## config.mk

```make
export PLATFORM = sky130hd
export DESIGN_NAME = ram_fifo_ctrl
export DESIGN_NICKNAME = d
export VERILOG_FILES = /design/src/rtl/ram_pkg.sv /design/src/rtl/ram_scrub_cnt.sv /design/src/rtl/ram_fifo_ctrl.sv
export SDC_FILE = /design/constraint.sdc
export NUM_CORES = 1
export LEC_CHECK = 0
export ABC_AREA = 1
export BUFFER_PORTS_ARGS = -buffer_cell sky130_fd_sc_hd__buf_2
export CAP_MARGIN = 20
export CORE_MARGIN = 4
export CORE_UTILIZATION = 40
export CTS_BUF_LIST = sky130_fd_sc_hd__clkbuf_8
export CTS_CLUSTER_SIZE = 20
export DETAILED_ROUTE_END_ITERATION = 10
export PLACE_DENSITY = 0.75
export RECOVER_POWER = 50
export SYNTH_ARGS = -nofsm -noshare
export SYNTH_HDL_FRONTEND = slang
export SYNTH_HIERARCHICAL = 1
export SYNTH_SLANG_ARGS = --single-unit
```

## constraint.sdc

```tcl
create_clock -name clk -period 4.2 [get_ports clk]
set_input_delay 0.42 -clock clk [delete_from_list [all_inputs] [get_ports clk]]
set_output_delay 0.42 -clock clk [all_outputs]
set_load 0.05 [all_outputs]
```

## src/rtl/ram_pkg.sv

```systemverilog
// Shared parameters and FSM encoding for the RAM-backed FIFO controller.
// The top and the scrub counter take their parameter defaults from here.
package ram_pkg;

  localparam int unsigned DATA_W    = 8;
  localparam int unsigned ADDR_W    = 9;
  localparam int unsigned DEPTH     = 512;
  localparam int unsigned AF_THRESH = 448;

  typedef enum logic {
    StInit = 1'b0,
    StRun  = 1'b1
  } state_e;

endpackage

```

## src/rtl/ram_scrub_cnt.sv

```systemverilog
// Address sweep used to zero the external RAM after reset.
// start parks the counter at 0; en advances it; done flags the final address.
module ram_scrub_cnt #(
  parameter int unsigned ADDR_W = ram_pkg::ADDR_W,
  parameter int unsigned DEPTH  = ram_pkg::DEPTH
) (
  input  logic              clk,
  input  logic              rst,
  input  logic              start,
  input  logic              en,
  output logic [ADDR_W-1:0] addr,
  output logic              done
);

  localparam logic [ADDR_W-1:0] Last = ADDR_W'(DEPTH - 1);

  always_ff @(posedge clk) begin
    if (rst || start) begin
      addr <= '0;
    end else if (en) begin
      addr <= (addr == Last) ? '0 : addr + 1'b1;
    end
  end

  assign done = en && (addr == Last);

endmodule

```

## src/rtl/ram_fifo_ctrl.sv

```systemverilog
// FIFO controller for an external dual-port RAM: port A writes, port B reads.
// After reset the RAM is scrubbed to zero before push/pop traffic is accepted.
module ram_fifo_ctrl #(
  parameter int unsigned DATA_W    = ram_pkg::DATA_W,
  parameter int unsigned ADDR_W    = ram_pkg::ADDR_W,
  parameter int unsigned DEPTH     = ram_pkg::DEPTH,
  parameter int unsigned AF_THRESH = ram_pkg::AF_THRESH
) (
  input  logic              clk,
  input  logic              rst,
  input  logic              flush,
  input  logic              push,
  input  logic [DATA_W-1:0] push_data,
  input  logic              pop,
  output logic [DATA_W-1:0] pop_data,
  output logic              pop_valid,
  output logic              full,
  output logic              empty,
  output logic              almost_full,
  output logic [ADDR_W:0]   count,
  output logic              overflow,
  output logic              underflow,
  output logic              init_done,
  output logic [ADDR_W-1:0] ram_address_a,
  output logic [DATA_W-1:0] ram_data_a,
  output logic              ram_wren_a,
  output logic              ram_rden_a,
  output logic [ADDR_W-1:0] ram_address_b,
  output logic [DATA_W-1:0] ram_data_b,
  output logic              ram_wren_b,
  output logic              ram_rden_b,
  input  logic [DATA_W-1:0] ram_q_b
);

  localparam logic [ADDR_W:0] CntFull = (ADDR_W + 1)'(DEPTH);
  localparam logic [ADDR_W:0] CntAf   = (ADDR_W + 1)'(AF_THRESH);

  ram_pkg::state_e   state;
  logic [ADDR_W-1:0] wr_ptr;
  logic [ADDR_W-1:0] rd_ptr;
  logic [ADDR_W-1:0] scrub_addr;
  logic              scrub_done;
  logic              in_run;
  logic              push_ok;
  logic              pop_ok;

  assign in_run      = (state == ram_pkg::StRun);
  assign full        = (count == CntFull);
  assign empty       = (count == '0);
  assign almost_full = (count >= CntAf);

  // Flags are judged on pre-edge occupancy; flush and rst veto any RAM access.
  assign push_ok = in_run && !rst && !flush && push && !full;
  assign pop_ok  = in_run && !rst && !flush && pop && !empty;

  // Counter is parked at 0 while running so a later INIT sweeps from 0.
  ram_scrub_cnt #(
    .ADDR_W (ADDR_W),
    .DEPTH  (DEPTH)
  ) u_scrub (
    .clk   (clk),
    .rst   (rst),
    .start (in_run),
    .en    (!in_run),
    .addr  (scrub_addr),
    .done  (scrub_done)
  );

  always_comb begin
    ram_wren_a    = 1'b0;
    ram_address_a = wr_ptr;
    ram_data_a    = '0;
    if (!rst) begin
      if (!in_run) begin
        ram_wren_a    = 1'b1;
        ram_address_a = scrub_addr;
      end else if (push_ok) begin
        ram_wren_a = 1'b1;
        ram_data_a = push_data;
      end
    end
  end

  assign ram_rden_a    = 1'b0;
  assign ram_wren_b    = 1'b0;
  assign ram_data_b    = '0;
  assign ram_rden_b    = pop_ok;
  assign ram_address_b = rd_ptr;

  // RAM read data lands the cycle after the read; only show it while valid.
  assign pop_data = pop_valid ? ram_q_b : '0;

  always_ff @(posedge clk) begin
    if (rst) begin
      state     <= ram_pkg::StInit;
      init_done <= 1'b0;
      wr_ptr    <= '0;
      rd_ptr    <= '0;
      count     <= '0;
      pop_valid <= 1'b0;
      overflow  <= 1'b0;
      underflow <= 1'b0;
    end else begin
      pop_valid <= pop_ok;
      unique case (state)
        ram_pkg::StInit: begin
          if (scrub_done) begin
            state     <= ram_pkg::StRun;
            init_done <= 1'b1;
          end
        end
        ram_pkg::StRun: begin
          if (flush) begin
            wr_ptr    <= '0;
            rd_ptr    <= '0;
            count     <= '0;
            overflow  <= 1'b0;
            underflow <= 1'b0;
          end else begin
            if (push_ok) wr_ptr <= wr_ptr + 1'b1;
            if (pop_ok) rd_ptr <= rd_ptr + 1'b1;
            case ({push_ok, pop_ok})
              2'b10:   count <= count + 1'b1;
              2'b01:   count <= count - 1'b1;
              default: count <= count;
            endcase
            if (push && full) overflow <= 1'b1;
            if (pop && empty) underflow <= 1'b1;
          end
        end
        default: state <= ram_pkg::StInit;
      endcase
    end
  end

endmodule

```

==> flow_metrics.py, run 1 <==
metrics = {
    "status": {
        "outcome": "complete, no violations",
    },
    "setup_path": {
        "cp-start-kind": "flip-flop",
        "worstPathCellList": "clkinvlp_2, nor2_4, nand3_2, a21oi_2, nand2_2, inv_2, ha_1, nand2_1, inv_1, nand3_1, nor2_1, nand4_1, nand2_1, nand2_1, nand3_1, a21oi_1",
        "cp.required_ns": 4.38,
        "path_delay_family": "simple AND/OR/NAND/NOR gates",
        "crit_fanout": 11,
        "worstSetupPathType": "flip-flop to flip-flop",
        "end_kind": "flip-flop",
        "crit_slowest_cell": "dfxtp_1",
        "critPathArrivalTime_ns": 3.43,
        "cp_num_buf_inv": 3,
        "crit_top_cell": "nand2_1",
        "cp_slowest_stage_delay_ns": 0.52,
    },
    "floorplanning": {
        "fp.coreArea_um2": 6760,
        "die_x_um": 91.1,
        "dieArea_um2": 8290,
        "start_util_pct": 40.8,
        "num_rows": 30,
        "die_h_um": 91.1,
        "ios": 84,
    },
    "synthesis": {
        "ys_top_cells_by_area": "dfxtp_1 (30%), nand2_1 (11%), inv_1 (9.9%)",
        "synth_area_um2": 2760,
        "synth_top_cell_by_area": "dfxtp_1",
        "synth_warnings": 6,
        "synth_edf_count": 0,
        "synthArstFlopShare_pct": 0,
        "yosys.cell_count.top_type": "nand2_1",
        "ys_top_cells_by_count": "nand2_1 (84), inv_1 (73), nor2_1 (51), dfxtp_1 (42), nand3_1 (37)",
        "syn_inst": 427,
        "syn_area_per_cell_um2": 6.46,
        "ys_ff_latch": 42,
        "synth_ff_type": "dfxtp_1",
        "synth_cell_types": 33,
        "synth_seq_area_share_pct": 30.5,
        "synth_top_area_share_pct": 30.5,
    },
    "power": {
        "switchingPower_mw": 0.196,
        "swShare_pct": 27.0,
        "leakage_nw": 1.53,
        "p_comb_share_pct": 8.6,
        "p_int_mw": 0.532,
        "power_frac_clock_pct": 36.1,
        "vdd.ir_drop.worst_mv": 0.168,
        "p_per_area_nw_per_um2": 232,
        "seq_power_share_pct": 55.3,
    },
    "placement": {
        "placed_area_um2": 3100,
        "pre_cts_slack_ns": 1.32,
        "numPortBuffers": 73,
        "dp_hpwl_mm": 5.32,
        "place_congestion": 0.897,
    },
    "drt": {
        "antenna_left": 0,
        "drt-vias-per-instance": 4.75,
        "num_vias": 2741,
        "firstDrtPassIters": 4,
        "first_iter_violations": 106,
        "wl_mm": 6.71,
        "wire_per_inst_um": 11.6,
        "drc": 0,
    },
    "clock_tree": {
        "cts_setup_buffers": 0,
        "clk_pin_slew_ns": 0.08,
        "clk_latency_ns": 0.30,
        "htree_levels": 2,
        "cts_tree": "done",
        "cts_resized": 0,
        "cts_buffers": 5,
        "clock_sinks": 42,
        "cts_buffer_depth": 2,
        "root_buffer": "clkbuf_8",
        "cts_hold_buf": 0,
    },
    "global_routing": {
        "grtUsageTotal_pct": 16.4,
        "antenna_found_initial": 1,
        "grt_start_max_net_pins": 22,
        "grt_pass1_vias": 2461,
        "grt_first_pass_wirelength_mm": 11.2,
        "overflow": 0,
    },
    "timing": {
        "tns_ns": 0,
        "skew_ns": 0.00688,
        "maxSlewHeadroom_pct": 40.5,
        "hold_viol": 0,
        "grt_setup_unrepaired": "false",
        "fmax_ghz": 0.308,
        "slew_viol_final": 0,
        "worst_pin_slew_ns": 0.889,
        "setup_viol": 0,
        "setup_ws_ns": 0.948,
        "holdWs_ns": 0.419,
        "period_share_pct": 77.4,
        "fin_crit_ns": 3.25,
    },
    "layout": {
        "final_net_count": 524,
        "syn_to_final_growth_pct": 13.9,
        "fin_area_um2": 3140,
        "drive_above_1_share_pct": 16.5,
    },
    "job": {
        "max_cap_violations": 0,
    },
    "min_path": {
        "min_path_type": "primary input to flip-flop",
    },
}
-- flip-flops by register name, summed over array words and instances (netlist names) --
signal	flops
count	10
ram_address_b	9
u_scrub/addr	9
wr_ptr	9
in_run	1
init_done	1
overflow	1
pop_valid	1
underflow	1
-- through the flow --
stage	util, %	cells	power, mW
floorplan	-	436	0.466
CTS	47.3	576	0.739
detailed placement	45.9	568	0.475
global placement	45.9	568	0.475
global route	46.5	577	0.760
finish	46.5	577	0.728
-- logic make-up (layout without fill, tap and decap cells) --
family / after synthesis / count (layout) / synth area share (%)
and+or+nand+nor: 211 / 211 / 35.7
DFF: 42 / 42 / 30.5
other: 1 / 11 / 0.136
AOI/OAI and AO/OA: 65 / 65 / 13.2
adders and majority gates: 8 / 8 / 3.63
xor gates and xnor gates: 2 / 2 / 0.635
buffers and inverters: 98 / 158 / 16.2
-- metal layers --
metal  vias up  share of wire, %  routed length [µm]  track usage, %
li1       1457                 -                   -               -
met1      1198                45                3020            20.8
met2        79                48                3250            27.0
met3         7               5.3                 356            3.40
met4         0               1.2                  82            7.04
met5         -                 0                   0               0
-- final timing paths --
kind	from	end	slack [ns]	cells after the start
max	in_run	count[9]	0.95	16
min	pop	pop_valid	0.42	3
max reg2reg	in_run	count[9]	0.95	16
min reg2reg	wr_ptr[6]	wr_ptr[7]	0.46	1
-- power by group through the flow --
stage	registers [mW]	logic (mW)	clock network [mW]
final	0.403	0.0625	0.263
after global routing	0.404	0.0690	0.287
after CTS	0.403	0.0626	0.274
after detailed placement	0.412	0.0623	0
after global placement	0.412	0.0623	0
after floorplan	0.412	0.0540	0
-- worst reg2reg max path: cells and delay by family (launching register included) --
family | cells | cell delay [ns]
buffers and inverters | 3 | 0.73
and+or+nand+nor | 10 | 1.20
AOI/OAI and AO/OA | 2 | 0.52
DFF | 1 | 0.52
adders and majority gates | 1 | 0.20
-- final cells by class --
type,instances,area [µm²]
sequential,42,841
multi-input combinational,296,1490
antenna,1,2.50
inverter,77,290
clock inverter,3,21.3
clock buffer,5,68.8
fill,726,3610
tap,80,100
timing repair buffer,73,325
-- placed cells by master, fill, tap and decap left out, types with 2 or more instances in the layout --
| cell | netlist | routed |
|---|---|---|
| inv_2 | 3 | 3 |
| dfxtp_1 | 42 | 42 |
| o21ai_1 | 5 | 3 |
| nor3_1 | 6 | 6 |
| nor3_2 | 2 | 2 |
| a21oi_1 | 30 | 30 |
| o21ai_0 | 22 | 24 |
| nor2_4 | 5 | 4 |
| clkbuf_8 | 0 | 5 |
| a31oi_1 | 2 | 2 |
| conb_1 | 1 | 10 |
| inv_1 | 73 | 73 |
| nand2_2 | 9 | 7 |
| a21oi_2 | 2 | 2 |
| ha_1 | 8 | 8 |
| nor2_2 | 5 | 5 |
| buf_2 | 1 | 41 |
| nand4_1 | 4 | 4 |
| nand3_2 | 5 | 5 |
| nand2_1 | 84 | 86 |
| nand3_1 | 37 | 37 |
| nor2_1 | 51 | 52 |
| clkbuf_1 | 5 | 32 |
| xor2_1 | 2 | 2 |
No activity file was read; power rests on OpenSTA's default activity.
==> run 2: changes to the inputs <==
--- a/config.mk
+++ b/config.mk
@@ -5,7 +5,7 @@
 export SDC_FILE = /design/constraint.sdc
 export NUM_CORES = 1
 export LEC_CHECK = 0
-export ABC_AREA = 1
+export ABC_AREA = 0
 export BUFFER_PORTS_ARGS = -buffer_cell sky130_fd_sc_hd__buf_2
 export CAP_MARGIN = 20
 export CORE_MARGIN = 4
@@ -13,7 +13,7 @@
 export CTS_BUF_LIST = sky130_fd_sc_hd__clkbuf_8
 export CTS_CLUSTER_SIZE = 20
 export DETAILED_ROUTE_END_ITERATION = 10
-export PLACE_DENSITY = 0.75
+export PLACE_DENSITY = 0.78
 export RECOVER_POWER = 50
 export SYNTH_ARGS = -nofsm -noshare
 export SYNTH_HDL_FRONTEND = slang
==> constraint.sdc (replaced) <==
create_clock -name clk -period 2.6 [get_ports clk]
set_input_delay 0.26 -clock clk [delete_from_list [all_inputs] [get_ports clk]]
set_output_delay 0.26 -clock clk [all_outputs]
set_load 0.05 [all_outputs]
==> run 2 against run 1 <==
  * The run now ends with setup timing left
  * Maximum frequency grew 10%
  * Routed wire length grew 6.6%
  * Critical path depth shrank 4
  * Combinational power grew 84%
  * Critical path type unchanged
  * Count of clock-buffer cells in the layout is the same
  * Setup slack lost 1.3 ns
  * Via count shrank 5.8%
  * Sequential cell count is the same
  * First-iteration DRC count grew 35%
  * Final area grew 9.1%
  * Clock power grew 68%
  * Non-clock buffer count grew 41
==> flow_metrics.py, run 2 <==
metrics = {
    "clock_tree": {
        "clk_latency_ns": 0.30,
        "cts_buffer_depth": 2,
        "cts_buffers": 5,
        "htree_levels": 2,
        "cts_tree": "done",
        "root_buffer": "clkbuf_8",
        "clk_pin_slew_ns": 0.08,
        "clock_sinks": 42,
    },
    "timing": {
        "worst_pin_slew_ns": 0.738,
        "slew_viol_final": 0,
        "skew_ns": 0.0137,
        "setup_viol": 4,
        "setup_ws_ns": -0.355,
        "fin_crit_ns": 2.95,
        "grt_setup_unrepaired": "true",
        "fmax_ghz": 0.338,
        "period_share_pct": 114,
        "maxSlewHeadroom_pct": 50.6,
        "hold_viol": 0,
    },
    "drt": {
        "drt-vias-per-instance": 5.30,
        "wl_mm": 7.16,
        "first_iter_violations": 143,
        "num_vias": 2581,
        "antenna_left": 0,
        "drc": 0,
        "wire_per_inst_um": 14.7,
        "firstDrtPassIters": 4,
    },
    "setup_path": {
        "r2r_start": "count[4]",
        "r2r-end": "count[6]",
        "cp-start-kind": "flip-flop",
        "crit_fanout": 2,
        "critPathArrivalTime_ns": 3.17,
        "cp.required_ns": 2.82,
        "worstSetupPathType": "flip-flop to flip-flop",
        "r2r_slack_ns": -0.35,
        "end_kind": "flip-flop",
        "reg2regPathDepth": 12,
    },
    "synthesis": {
        "syn_area_per_cell_um2": 8.69,
        "synth_area_um2": 2650,
        "synth_top_cell_by_area": "dfxtp_1",
        "syn_inst": 305,
        "synth_seq_area_share_pct": 31.7,
        "synthArstFlopShare_pct": 0,
        "ys_top_cells_by_area": "dfxtp_1 (32%), xor2_1 (5.6%), nor2_1 (4.5%)",
        "ys_top_cells_by_count": "dfxtp_1 (42), nor2_1 (32), and2_1 (18), xor2_1 (17), nand2_1 (16)",
        "yosys.cell_count.top_type": "dfxtp_1",
        "synth_warnings": 6,
        "synth_edf_count": 0,
        "synth_ff_type": "dfxtp_1",
        "synth_top_area_share_pct": 31.7,
        "synth_cell_types": 68,
        "ys_ff_latch": 42,
    },
    "global_routing": {
        "grt_start_max_net_pins": 19,
        "overflow": 0,
        "grt_first_pass_wirelength_mm": 11.6,
        "antenna_found_initial": 0,
        "grt_pass1_vias": 2369,
        "grtUsageTotal_pct": 18.4,
    },
    "floorplanning": {
        "num_rows": 29,
        "start_util_pct": 41.5,
        "ios": 84,
        "die_x_um": 89.4,
        "dieArea_um2": 8000,
        "die_h_um": 89.4,
        "fp.coreArea_um2": 6390,
    },
    "power": {
        "vdd.ir_drop.worst_mv": 0.272,
        "p_per_area_nw_per_um2": 352,
        "leakage_nw": 1.48,
    },
    "layout": {
        "fin_area_um2": 3430,
        "largest_reg_flops": 10,
        "top_register": "count",
        "mostFrequentLayoutCell": "buf_2",
        "diodes": 0,
        "layout_common_cells": "buf_2 (42), buf_4 (39), dfxtp_1 (37), clkbuf_1 (31), nor2_1 (29)",
        "drive_above_1_share_pct": 36.1,
        "final_net_count": 438,
        "final_cell_count_no_fill": 487,
        "syn_to_final_growth_pct": 29.3,
    },
    "min_path": {
        "hold_start": "pop",
        "worstHoldPathCells": 3,
        "min_path_type": "primary input to flip-flop",
        "whs_endpoint": "underflow",
    },
    "job": {
        "max_cap_violations": 0,
    },
    "status": {
        "violations": "setup timing",
        "outcome": "finished with violations",
    },
    "placement": {
        "place_congestion": 0.921,
        "dp_hpwl_mm": 5.49,
        "dpl.cell_count": 474,
        "placed_area_um2": 3280,
        "numPortBuffers": 73,
    },
}
[run 2: per-stage QoR]
| stage | util [%] | power [mW] | setup slack (ns) | hold slack [ns] | TNS (ns) |
|---|---|---|---|---|---|
| after floorplan | - | 0.762 | -0.814 | 0.337 | -2.81 |
| after global placement | 51.4 | 0.778 | -0.272 | 0.445 | -0.532 |
| after detailed placement | 51.4 | 0.779 | -0.340 | 0.453 | -0.757 |
| after CTS | 54.1 | 1.22 | -0.350 | 0.231 | -0.987 |
| after global routing | 53.7 | 1.25 | -0.443 | 0.263 | -1.28 |
| final | 53.7 | 1.21 | -0.355 | 0.245 | -0.859 |
[run 2: cell families after synthesis]
| group | after synthesis | synth area share, % |
|---|---|---|
| and+or+nand+nor | 128 | 27.4 |
| other | 1 | 0.141 |
| buffers and inverters | 33 | 8.78 |
| DFF | 42 | 31.7 |
| muxes | 14 | 5.71 |
| adders and majority gates | 8 | 3.78 |
| AOI/OAI and AO/OA | 59 | 15.9 |
| xor gates and xnor gates | 20 | 6.61 |
[run 2: final cells by class]
cell class / count / area [µm²]
Fill cell: 614 / 2960
Multi-Input combinational cell: 239 / 1710
Sequential cell: 42 / 855
Timing Repair Buffer: 114 / 642
Tap cell: 77 / 96.3
Clock buffer: 5 / 68.8
Inverter: 7 / 31.3
Clock inverter: 3 / 23.8
[run 2: worst max path at each step]
stage | slack, ns | endpoint | depth (start not counted) | startpoint
final | -0.35 | count[6] | 12 | count[4]
after global routing | -0.44 | count[6] | 12 | count[4]
after CTS | -0.35 | count[6] | 12 | count[3]
after detailed placement | -0.34 | count[6] | 12 | count[4]
after global placement | -0.27 | count[6] | 12 | count[4]
after floorplan | -0.81 | count[6] | 13 | count[4]
[run 2: power breakdown]
group          internal, mW  switching (mW)  total [mW]  leakage [nW]
combinational        0.0345          0.0806       0.115          1.10
sequential            0.644         0.00554       0.649         0.342
clock                 0.192           0.249       0.441        0.0408
[run 2: timing repair]
action | CTS | global route
resized for setup | 13 | 2
hold buffers | 0 | 0
endpoints found under the setup margin | 4 | 13
setup buffers | 4 | 1
pin swaps | 13 | 5
[run 2: routing by layer]
metal | routed length, µm | global-route usage, % | part of all wire, % | up-vias
met5 | 0 | 0 | 0 | -
met4 | 63 | 3.65 | 0.88 | 0
met3 | 522 | 4.06 | 7.3 | 8
met2 | 3500 | 31.1 | 49 | 91
met1 | 3070 | 24.1 | 43 | 1201
li1 | - | - | - | 1281
[run 2: critical path, cell delays in order (launching register included)]
cell and delay [ns]:
dfxtp_4 0.35, or4_4 0.56, o31ai_4 0.25, inv_4 0.06, nand2_4 0.08, xnor2_2 0.06
ha_2 0.17, or3_4 0.38, or4_4 0.42, nor3_2 0.12, a31oi_1 0.08, o21ba_2 0.21
a31oi_1 0.14
==> run 3: changes to the inputs <==
--- a/config.mk
+++ b/config.mk
@@ -14,7 +14,6 @@
 export CTS_CLUSTER_SIZE = 20
 export DETAILED_ROUTE_END_ITERATION = 10
 export PLACE_DENSITY = 0.78
-export RECOVER_POWER = 50
 export SYNTH_ARGS = -nofsm -noshare
 export SYNTH_HDL_FRONTEND = slang
 export SYNTH_HIERARCHICAL = 1
==> run 3 against run 2 <==
  * The flow still finishes with violations (setup timing)
  * First-iteration DRC count increased by 4.9%
  * Die area unchanged
  * Count of clock-buffer cells in the layout unchanged
  * Global-route usage unchanged
  * Routed wire length increased by 0.34%
  * Final cell count unchanged
  * Final area increased by 1.1%
  * Critical path type unchanged
==> flow_metrics.py, run 3 (synthesis results as in run 2) <==
metrics = {
    "power": {
        "p_comb_share_pct": 9.5,
        "leakage_nw": 1.62,
        "p_int_mw": 0.871,
        "swShare_pct": 28.0,
        "seq_power_share_pct": 53.7,
        "switchingPower_mw": 0.339,
        "p_per_area_nw_per_um2": 349,
        "vdd.ir_drop.worst_mv": 0.272,
        "power_frac_clock_pct": 36.8,
    },
    "placement": {
        "place_congestion": 0.921,
        "dp_hpwl_mm": 5.49,
        "numPortBuffers": 73,
        "dpl.cell_count": 474,
    },
    "drt": {
        "num_vias": 2569,
        "firstDrtPassIters": 4,
        "antenna_left": 0,
        "drt-vias-per-instance": 5.28,
        "wl_mm": 7.18,
        "wire_per_inst_um": 14.7,
        "drc": 0,
        "first_iter_violations": 150,
    },
    "layout": {
        "layout_common_cells": "buf_2 (73), buf_4 (39), dfxtp_1 (37), nor2_1 (29), and2_1 (18)",
        "mostFrequentLayoutCell": "buf_2",
        "final_cell_count_no_fill": 487,
        "n_fill_cell": 598,
        "largest_reg_flops": 10,
        "final_net_count": 438,
        "top_register": "count",
        "diodes": 0,
        "syn_to_final_growth_pct": 30.7,
        "drive_above_1_share_pct": 43.7,
    },
    "status": {
        "violations": "setup timing",
        "outcome": "finished with violations",
    },
    "clock_tree": {
        "root_buffer": "clkbuf_8",
        "cts_hold_buf": 0,
        "clk_pin_slew_ns": 0.09,
        "cts_buffer_depth": 2,
        "cts_tree": "done",
        "htree_levels": 2,
        "cts_buffers": 5,
        "clock_sinks": 42,
        "clk_latency_ns": 0.30,
    },
    "setup_path": {
        "crit_slowest_cell": "or4_4",
        "worstSetupPathType": "flip-flop to flip-flop",
        "path_delay_family": "simple AND/OR/NAND/NOR gates",
        "critPathArrivalTime_ns": 3.17,
        "cp_slowest_stage_delay_ns": 0.56,
        "cp_num_buf_inv": 1,
        "cp-start-kind": "flip-flop",
        "end_kind": "flip-flop",
        "worstPathCellList": "or4_4, o31ai_4, inv_4, nand2_4, xnor2_2, ha_2, or3_4, or4_4, nor3_2, a31oi_1, o21ba_2, a31oi_1",
        "cp.required_ns": 2.82,
        "r2r_slack_ns": -0.35,
        "crit_fanout": 2,
    },
    "timing": {
        "holdWs_ns": 0.236,
        "fmax_ghz": 0.339,
        "slew_viol_final": 0,
        "hold_viol": 0,
        "maxSlewHeadroom_pct": 50.5,
        "setup_ws_ns": -0.353,
        "worst_pin_slew_ns": 0.740,
        "period_share_pct": 114,
        "skew_ns": 0.0125,
        "setup_viol": 4,
        "fin_crit_ns": 2.95,
        "grt_setup_unrepaired": "true",
    },
    "floorplanning": {
        "dieArea_um2": 8000,
        "fp.coreArea_um2": 6390,
        "die_h_um": 89.4,
        "die_x_um": 89.4,
        "ios": 84,
        "num_rows": 29,
        "start_util_pct": 41.5,
    },
    "global_routing": {
        "overflow": 0,
        "grt_pass1_vias": 2369,
        "grtUsageMet1_pct": 24.1,
        "grtUsageTotal_pct": 18.4,
        "met3_usage_pct": 4.06,
        "grt_first_pass_wirelength_mm": 11.6,
        "antenna_found_initial": 0,
        "grt_start_max_net_pins": 19,
        "met2_usage_pct": 31.1,
        "busiest_layer": "met2",
    },
    "job": {
        "max_cap_violations": 0,
    },
    "min_path": {
        "min_path_type": "primary input to flip-flop",
    },
}
## run 3: changes by cell type in the layout (fill, tap and decap cells not counted), sizes merged
cell    delta
buf       +31
clkbuf    -31
## run 3: power by group through the flow
stage	clock network (mW)	logic (mW)	registers (mW)
finish	0.445	0.115	0.649
floorplan	0	0.0986	0.664
global placement	0	0.114	0.664
CTS	0.452	0.115	0.649
global route	0.480	0.124	0.650
detailed placement	0	0.114	0.665
## run 3: timing repair
item                                    4_1_cts  5_1_grt
pin swaps                                    13        5
setup buffers                                 4        1
gates cloned                                  0        0
endpoints found under the setup margin        4       13
gates resized for setup                      13        2
## run 3: area by class of cell
type / instances / area (µm²) / share of cell area, %
multi-input combinational: 239 / 1710 / 49.4
sequential: 42 / 855 / 24.7
timing repair buffer: 114 / 681 / 19.6
tap: 77 / 96.3 / 2.78
clock buffer: 5 / 68.8 / 1.99
inverter: 7 / 31.3 / 0.903
clock inverter: 3 / 23.8 / 0.686
## run 3: tightest hold or removal path: stages
cell     delay, ns
buf_2         0.10
a31oi_1       0.08
nor2_1        0.07
## run 3: metal layers
| metal | share of wire (%) | vias to the layer above |
|---|---|---|
| met4 | 1.0 | 0 |
| met1 | 44 | 1211 |
| met5 | 0 | - |
| li1 | - | 1276 |
| met3 | 6.1 | 8 |
| met2 | 49 | 74 |
## run 3: worst paths after layout
| kind | end | cells past startpoint | start |
|---|---|---|---|
| setup / recovery | count[6] | 12 | count[4] |
| hold / removal | underflow | 3 | pop |
| setup reg to reg | count[6] | 12 | count[4] |
| hold reg to reg | overflow | 2 | overflow |
## run 3: stage by stage
stage | TNS, ns | area [µm²] | total power [mW] | utilization, % | setup WS [ns]
3_3_place_gp | -0.532 | 3280 | 0.778 | 51.4 | -0.272
3_5_place_dp | -0.757 | 3280 | 0.779 | 51.4 | -0.340
2_1_floorplan | -2.81 | 2760 | 0.762 | - | -0.814
4_1_cts | -0.987 | 3460 | 1.22 | 54.1 | -0.350
6_report | -0.848 | 3470 | 1.21 | 54.3 | -0.353
5_1_grt | -1.28 | 3470 | 1.25 | 54.3 | -0.443
